### config.mk
export PLATFORM = sky130hd
export DESIGN_NAME = pm_entry_responder_flat
export DESIGN_NICKNAME = d
export VERILOG_FILES = /design/src/rtl/pm_entry_responder_if.sv /design/src/rtl/pm_entry_responder.sv /design/src/flat_wrapper.sv
export SDC_FILE = /design/constraint.sdc
export NUM_CORES = 1
export LEC_CHECK = 0
export CAP_MARGIN = 20
export CORE_UTILIZATION = 45
export DETAILED_ROUTE_END_ITERATION = 16
export PLACE_DENSITY_LB_ADDON = 0.3
export SLEW_MARGIN = 20
export SYNTH_ARGS = -nofsm -noshare
export SYNTH_HDL_FRONTEND = slang
export SYNTH_SLANG_ARGS = --single-unit
### constraint.sdc
create_clock -name i_clk -period 2.4 [get_ports i_clk]
set_clock_uncertainty 0.05 [all_clocks]
set_input_delay 0.48 -clock i_clk [delete_from_list [all_inputs] [get_ports i_clk]]
set_output_delay 0.48 -clock i_clk [all_outputs]
set_load 0.02 [all_outputs]
### src/rtl/pm_entry_responder_if.sv
// Sideband message channel between the PM entry responder and the sideband block.
// The partner's message and the acceptance of our response arrive here; our response leaves here.
interface pm_entry_responder_if;
   logic       i_msg_valid;
   logic [3:0] i_msg_no;
   logic       i_msg_done;
   logic       o_msg_valid;
   logic [3:0] o_msg_no;

   modport slave (
      input  i_msg_valid,
      input  i_msg_no,
      input  i_msg_done,
      output o_msg_valid,
      output o_msg_no
   );

   modport master (
      output i_msg_valid,
      output i_msg_no,
      output i_msg_done,
      input  o_msg_valid,
      input  o_msg_no
   );
endinterface

### src/rtl/pm_entry_responder.sv
// Answers a partner's L1/L2 PM entry request once the local RDI FSM is ready,
// or with PMNAK on a request mismatch or a local-ready timeout.
module pm_entry_responder #(
   parameter int TIMEOUT_US = 1,
   parameter int CNT_W      = 13
) (
   input  logic                  i_clk,
   input  logic                  i_rst,
   input  logic                  i_en,
   input  logic                  i_req_L1_or_L2,
   input  logic [1:0]            i_clk_sel,
   input  logic                  i_force_exit,
   pm_entry_responder_if.slave   sb,
   output logic                  o_test_done,
   output logic                  o_pm_nak,
   output logic                  o_timeout,
   output logic                  o_req_type
);

   typedef enum logic [1:0] {
      IDLE       = 2'd0,
      WAIT_LOCAL = 2'd1,
      SEND_RSP   = 2'd2,
      DONE       = 2'd3
   } state_t;

   localparam logic [3:0] MSG_REQ_L1    = 4'd2;
   localparam logic [3:0] MSG_REQ_L2    = 4'd3;
   localparam logic [3:0] MSG_RSP_PMNAK = 4'd9;
   localparam logic [3:0] MSG_RSP_L1    = 4'd10;
   localparam logic [3:0] MSG_RSP_L2    = 4'd11;

   // Last legal counter value in WAIT_LOCAL: TIMEOUT_US microseconds at the latched clock rate.
   function automatic logic [CNT_W-1:0] limit_m1(input logic [1:0] sel);
      int lim;
      lim = (TIMEOUT_US * 100) << sel;
      return CNT_W'(lim - 1);
   endfunction

   state_t           state_q, state_d;
   logic [CNT_W-1:0] cnt_q, cnt_d;
   logic [1:0]       sel_q, sel_d;
   logic             req_type_q, req_type_d;
   logic             msg_valid_q, msg_valid_d;
   logic [3:0]       msg_no_q, msg_no_d;
   logic             test_done_q, test_done_d;
   logic             pm_nak_q, pm_nak_d;
   logic             timeout_q, timeout_d;

   logic             rx_req;
   logic             rx_nak;

   assign rx_req = sb.i_msg_valid &&
                   ((sb.i_msg_no == MSG_REQ_L1) || (sb.i_msg_no == MSG_REQ_L2));
   assign rx_nak = sb.i_msg_valid && (sb.i_msg_no == MSG_RSP_PMNAK);

   always_ff @(posedge i_clk or posedge i_rst) begin
      if (i_rst) begin
         state_q     <= IDLE;
         cnt_q       <= '0;
         sel_q       <= '0;
         req_type_q  <= 1'b0;
         msg_valid_q <= 1'b0;
         msg_no_q    <= '0;
         test_done_q <= 1'b0;
         pm_nak_q    <= 1'b0;
         timeout_q   <= 1'b0;
      end else begin
         state_q     <= state_d;
         cnt_q       <= cnt_d;
         sel_q       <= sel_d;
         req_type_q  <= req_type_d;
         msg_valid_q <= msg_valid_d;
         msg_no_q    <= msg_no_d;
         test_done_q <= test_done_d;
         pm_nak_q    <= pm_nak_d;
         timeout_q   <= timeout_d;
      end
   end

   always_comb begin
      state_d     = state_q;
      cnt_d       = cnt_q;
      sel_d       = sel_q;
      req_type_d  = req_type_q;
      msg_valid_d = msg_valid_q;
      msg_no_d    = msg_no_q;
      test_done_d = test_done_q;
      pm_nak_d    = pm_nak_q;
      timeout_d   = 1'b0;

      case (state_q)
         IDLE: begin
            if (rx_req) begin
               state_d    = WAIT_LOCAL;
               req_type_d = sb.i_msg_no[0];
               sel_d      = i_clk_sel;
               cnt_d      = '0;
            end
         end

         // Priority: force exit, partner PMNAK, local ready, then timeout.
         WAIT_LOCAL: begin
            if (i_force_exit) begin
               state_d     = DONE;
               test_done_d = 1'b1;
               pm_nak_d    = 1'b1;
            end else if (rx_nak) begin
               state_d     = DONE;
               test_done_d = 1'b1;
               pm_nak_d    = 1'b1;
            end else if (i_en) begin
               state_d     = SEND_RSP;
               msg_valid_d = 1'b1;
               if (i_req_L1_or_L2 == req_type_q)
                  msg_no_d = req_type_q ? MSG_RSP_L2 : MSG_RSP_L1;
               else
                  msg_no_d = MSG_RSP_PMNAK;
            end else if (cnt_q == limit_m1(sel_q)) begin
               state_d     = SEND_RSP;
               msg_valid_d = 1'b1;
               msg_no_d    = MSG_RSP_PMNAK;
               timeout_d   = 1'b1;
            end else begin
               cnt_d = cnt_q + 1'b1;
            end
         end

         SEND_RSP: begin
            if (i_force_exit) begin
               state_d     = DONE;
               msg_valid_d = 1'b0;
               test_done_d = 1'b1;
               pm_nak_d    = 1'b1;
            end else if (sb.i_msg_done) begin
               state_d     = DONE;
               msg_valid_d = 1'b0;
               test_done_d = 1'b1;
               pm_nak_d    = (msg_no_q == MSG_RSP_PMNAK);
            end
         end

         // A NAK outcome leaves after one cycle; a granted entry waits for the local side to drop i_en.
         DONE: begin
            if (pm_nak_q || !i_en) begin
               state_d     = IDLE;
               msg_no_d    = '0;
               test_done_d = 1'b0;
               pm_nak_d    = 1'b0;
               cnt_d       = '0;
            end
         end

         default: begin
            state_d = IDLE;
         end
      endcase
   end

   assign sb.o_msg_valid = msg_valid_q;
   assign sb.o_msg_no    = msg_no_q;
   assign o_test_done    = test_done_q;
   assign o_pm_nak       = pm_nak_q;
   assign o_timeout      = timeout_q;
   assign o_req_type     = req_type_q;

endmodule

### src/flat_wrapper.sv
// flat-port wrapper written by rule: the top's interface ports become plain ports
module pm_entry_responder_flat 
#(
   parameter int TIMEOUT_US = 1,
   parameter int CNT_W      = 13
)
  (i_clk, i_rst, i_en, i_req_L1_or_L2, i_clk_sel, i_force_exit, o_test_done, o_pm_nak, o_timeout, o_req_type, sb_i_msg_valid, sb_i_msg_no, sb_i_msg_done, sb_o_msg_valid, sb_o_msg_no);
  pm_entry_responder_if sb_i ();
  input  logic i_clk;
  input  logic i_rst;
  input  logic i_en;
  input  logic i_req_L1_or_L2;
  input  logic [1:0] i_clk_sel;
  input  logic i_force_exit;
  output logic o_test_done;
  output logic o_pm_nak;
  output logic o_timeout;
  output logic o_req_type;
  input wire logic [$bits(sb_i.i_msg_valid)-1:0] sb_i_msg_valid;
  input wire logic [$bits(sb_i.i_msg_no)-1:0] sb_i_msg_no;
  input wire logic [$bits(sb_i.i_msg_done)-1:0] sb_i_msg_done;
  output wire logic [$bits(sb_i.o_msg_valid)-1:0] sb_o_msg_valid;
  output wire logic [$bits(sb_i.o_msg_no)-1:0] sb_o_msg_no;
  assign sb_i.i_msg_valid = sb_i_msg_valid;
  assign sb_i.i_msg_no = sb_i_msg_no;
  assign sb_i.i_msg_done = sb_i_msg_done;
  assign sb_o_msg_valid = sb_i.o_msg_valid;
  assign sb_o_msg_no = sb_i.o_msg_no;
  pm_entry_responder #(.TIMEOUT_US(TIMEOUT_US), .CNT_W(CNT_W)) u_core (.i_clk(i_clk), .i_rst(i_rst), .i_en(i_en), .i_req_L1_or_L2(i_req_L1_or_L2), .i_clk_sel(i_clk_sel), .i_force_exit(i_force_exit), .sb(sb_i), .o_test_done(o_test_done), .o_pm_nak(o_pm_nak), .o_timeout(o_timeout), .o_req_type(o_req_type));
endmodule
* Yosys cells after proc, flatten, opt, wreduce, memory -nomap -nowiden *
Cells that the tools add are included.
W data, S select, Z words.

operators by class
  shifts and indexed selects = 1
  muxes and demuxes = 45
  $add $sub $neg = 2
  reductions and logical operators = 16
  equal/unequal tests = 19

operators by type and width
  kind                     number
  $mux W13                 6
  $pmux W13 S3             1
  $mux W4                  6
  $mux W1                  19
  $mux W2                  8
  $add A13 B1 Y13 const B  1
  $eq A13 B13 Y1           1
  $shl A7 B2 Y13 const A   1
  $sub A13 B2 Y13 const B  1
  $reduce_and A5 Y1        2
  $eq A4 B2 Y1 const B     2
  $eq A4 B4 Y1 const B     2
  $ne A2 B2 Y1 const B     4
  $pmux W2 S4              1
  $pmux W4 S2              1
  $reduce_and A4 Y1        2
  $reduce_and A7 Y1        1
  $ne A3 B2 Y1 const B     2
  $pmux W1 S3              2
  $reduce_bool A3 Y1       2
  $ne A5 B3 Y1 const B     1
  $eq A2 B2 Y1 const B     2
  $ne A2 B1 Y1 const B     2
  $reduce_bool A2 Y1       2
  9 further kinds          11

storage, ports and cells
  flip-flop bits (word level) = 26
  word-level logic and storage cells = 92
  bits of input ports = 13
  output and inout bits = 9

* Depth between registers and ports, before layout *
Gate-level depths: netlist (run 1).

  word-level depth = 8
  gate-level depth with buffers = 9
  depth with buffers taken out = 7

* Worst setup path before layout (run 1) *
OpenSTA, ideal clock, no wires.

  path kind = register to register
  from = register u_core.sel_q[1]
  to = register u_core.cnt_q[1]
  stages on the path, launching flop included = 9
  slack = 0.284 ns
  data required time = 2.231 ns
  setup time = 0.119 ns
  arrival time = 1.947 ns
  period minus slack after synthesis = 2.116 ns
  path buffers = 1
  cell sequence = dfrtp_1 > inv_1 > ha_1 > xor2_1 > a211oi_2 > a2111oi_0 > nor2_1 > buf_4 > a21bo_2

on the way
  cells in the longest elaborated chain, start to end = 5

ends and longest elaborated chain
  item                                line                       text
  start: declaration                  pm_entry_responder.sv:42   logic [1:0] sel_q, sel_d;
  start signal: assignment            pm_entry_responder.sv:71   sel_q <= sel_d;
  $shl A7 B2 Y13                      pm_entry_responder.sv:36   lim = (TIMEOUT_US * 100) << sel;
  $sub A13 B2 Y13                     pm_entry_responder.sv:37   return CNT_W'(lim - 1);
  $eq A13 B13 Y1                      pm_entry_responder.sv:119  end else if (cnt_q == limit_m1(sel_q)) begin
  $ne A2 B2 Y1 (no source line)       n/a
  $reduce_and A7 Y1 (no source line)  n/a
  end signal: assignment              pm_entry_responder.sv:70   cnt_q <= cnt_d;
  end: declaration                    pm_entry_responder.sv:41   logic [CNT_W-1:0] cnt_q, cnt_d;

No other way between the ends.
A chain may end at the register's enable or synchronous reset.

* Worst setup path in the final report (run 1) *
  from = register u_core.sel_q[0]
  to = register u_core.cnt_q[12]

Same word-level chain as after synthesis.

==> results of run 1 <==
## registers in the layout (all words and copies together) (netlist names)
name / count
u_core.sb.o_msg_valid: 1
u_core.o_timeout: 1
u_core.sb.o_msg_no: 3
u_core.o_req_type: 1
u_core.o_test_done: 1
u_core.cnt_q: 13
u_core.sel_q: 2
u_core.state_q: 2
u_core.o_pm_nak: 1
## repair_timing
action	4_1_cts	5_1_grt
pin swaps	0	1
endpoints found under the setup margin	12	17
hold buffers	0	0
hold endpoints to repair	0	0
resized for setup	2	7
## area by class of cell
cell class	instances	area share (%)
multi-input combinational	136	45.5
timing repair buffer	48	19.2
tap	46	2.69
sequential	25	29.3
clock buffer	4	1.23
inverter	12	2.11
## metrics by stage
step                      hold WS [ps]  power, mW  utilization (%)
after floorplan                    441       1.26                -
after global placement             439       1.60             60.8
after detailed placement           443       1.64             60.8
after CTS                          458       1.85             61.8
after global routing               467       2.01             62.5
final                              440       1.86             62.5
## logic make-up (layout without fill, tap and decap cells)
group,count (synthesis),count (layout),synth area share (%)
AOI/OAI and AO/OA,36,36,16.5
xor gates and xnor gates,3,3,1.59
adders and majority gates,10,10,7.58
buffers and inverters,21,64,5.38
DFF,25,25,37.9
muxes,7,7,4.77
other,1,1,0.227
and+or+nand+nor,79,79,26.1
## placed cells by master, fill, tap and decap left out, types with 3 or more instances in the layout
master / Yosys / routed
mux2_2: 7 / 7
buf_4: 2 / 28
dfrtp_1: 25 / 25
ha_1: 10 / 9
nor3_1: 5 / 5
clkbuf_4: 0 / 3
nor4_1: 8 / 8
and3_1: 3 / 3
clkdlybuf4s50_1: 0 / 20
nand3_1: 4 / 4
nor2_1: 9 / 8
o22a_1: 9 / 9
inv_1: 12 / 12
o21ai_0: 9 / 9
or4b_1: 4 / 3
o211ai_1: 3 / 3
nand2_1: 28 / 28
## layer usage
layer  vias up  global-route usage, %  wire length, um
li1        753                      -                -
met1       751                   29.8             1820
met2        42                   37.0             1940
met3         2                   2.55              161
met4         0                   5.81               25
met5         -                      0                0
## tightest hold or removal path, delay by kind of cell
family / cells / cell delay [ps]
buf+inv: 3 / 750
## final timing paths
| check | slack [ps] | startpoint | endpoint |
|---|---|---|---|
| worst max-delay path | 110 | u_core.sel_q[0]$_DFFE_PP0P_ | u_core.cnt_q[12]$_DFFE_PP0P_ |
| worst min-delay path | 440 | i_rst | u_core.cnt_q[8]$_DFFE_PP0P_ |
| worst max register to register | 110 | u_core.sel_q[0]$_DFFE_PP0P_ | u_core.cnt_q[12]$_DFFE_PP0P_ |
| worst min register to register | 480 | u_core.o_test_done$_DFFE_PP0P_ | u_core.o_test_done$_DFFE_PP0P_ |
| max in group asynchronous | 1610 | i_rst | u_core.sb.o_msg_no[1]$_DFFE_PP0P_ |
| min in group i_clk | 480 | u_core.o_test_done$_DFFE_PP0P_ | u_core.o_test_done$_DFFE_PP0P_ |
## power by group through the flow
stage          logic [mW]  registers (mW)  clock network, mW
3_5_place_dp         1.04           0.607                  0
6_report             1.07           0.599              0.194
5_1_grt              1.18           0.615              0.216
4_1_cts              1.06           0.598              0.196
3_3_place_gp        0.999           0.598                  0
2_1_floorplan       0.601           0.655                  0
==> summary.txt, run 1 <==
Status - completed
Clock root buffer - clkbuf_4
Syn-to-layout area delta - 29.3%
Final Instance Area - 2140 sq um
Pwr Density - 870 nW/um^2
Tcrit/Tclk final - 95.2%
Post-synth top cells - nand2_1, dfrtp_1, inv_1, ha_1
Max FO, Critical Path - 6
Max H-tree Level - 1
CTS tree - done
Die Wd - 62.6 um
Delay-heaviest family, CP - compound AO/OA/AOI/OAI gates
Clk pwr share - 10.5%
Number of port buffers - 20
Post-DP HPWL - 3070 um
Flop pwr share - 32.3%
Final min period - 2290 ps
Yosys reg bits - 25
Final Hold Vio Count - 0
IO Pins - 22
Setup Buffers After CTS - 0
Pre-CTS setup slack - -170 ps
Highest clock rate - 0.438 GHz
Total of max-cap violations - 0
FF+latch area - 626 sq um
Multi-input gate area - 971 sq um
# diodes - 0
Post-DRT Antenna Nets - 0
Synthesized netlist cell count - 182
Gate power share - 57.3%
Count leader, synth - nand2_1
Register area share after synthesis - 37.9%
Crit path buf inv count - 4
Via count - 1548
Syn. warnings - 0
Crit start category - flip-flop
Final GP Congestion - 0.897
Worst EP required - 2570 ps
Switching pwr - 0.797 mW
Synth top area share - 37.9%
Drt drc - 0
Netlist cell types - 45
Clock transition at the registers of the reported paths - 140 ps
Top cells by area, synth - dfrtp_1, ha_1, nand2_1
DR WL/cell - 14.5 um
Crit path depth - 10
Final Net Count - 249
Clk_lat worst skew - 320 ps
Clock sinks - 25
FF-to-FF path depth - 10
CTS buffer count - 3
Cell internal pwr - 1.06 mW
Final Setup Violations - 0
Yosys top cell by area - dfrtp_1
Pins Over Slew Limit - 0
Worst-path cell with the longest stage delay - dfrtp_1
Critical path class - reg2reg
Worst Hold Class - in2async
Core ar. - 3420 sq um
GR Overflow Total - 0
CP endpoint kind - flip-flop
P_leak - 0.937 nW
Post-Syn Nets - 205
Total GRT Usage - 22.0%
Initial antenna violation count - 0
Vias in the first global route - 1513
Critical Path AT - 2450 ps
WL final - 3940 um
Die Height - 62.6 um
Largest net degree at the start of global routing - 26
Main synth FF type - dfrtp_1
Crit path cell chain - buf_4, inv_1, ha_1, xor2_1, a211oi_2, buf_4, a2111oi_2, buf_4, nor2_4, a221o_1
CTS max path bufs - 2
FP Rows - 21
Die area - 3920 sq um
Synth Area per Inst - 9.07 sq um
Router iterations before antenna repair - 4
Setup TNS - 0 ps
Mean number of vias per cell - 5.71
Initial Utilization - 48.4%
Synthesized area - 1650 sq um
Final setup margin - 114 ps
Crit-path most repeated cell - buf_4
Non-Filler Instances - 271
Post-synth EDFFs - 0
Max VDD drop - 0.612 mV
Slowest stage delay, CP - 410 ps
First-pass GRT wire length - 6920 um
Ys async rst share - 100%
Layout cell share with drive strength beyond 1 - 22.2%
Starting DRT DRC Count - 98
Sw frac - 42.9%
Placed cell areas - 2080 sq um
# fillers - 295
DP Cell Count - 267
No activity file was read; power rests on OpenSTA's default activity.
==> inputs of run 2 (changes only) <==
Settings changed: ABC_AREA set to 0.
==> results of run 2 <==
Final layout, timing and power as in run 1 (identical DEF).
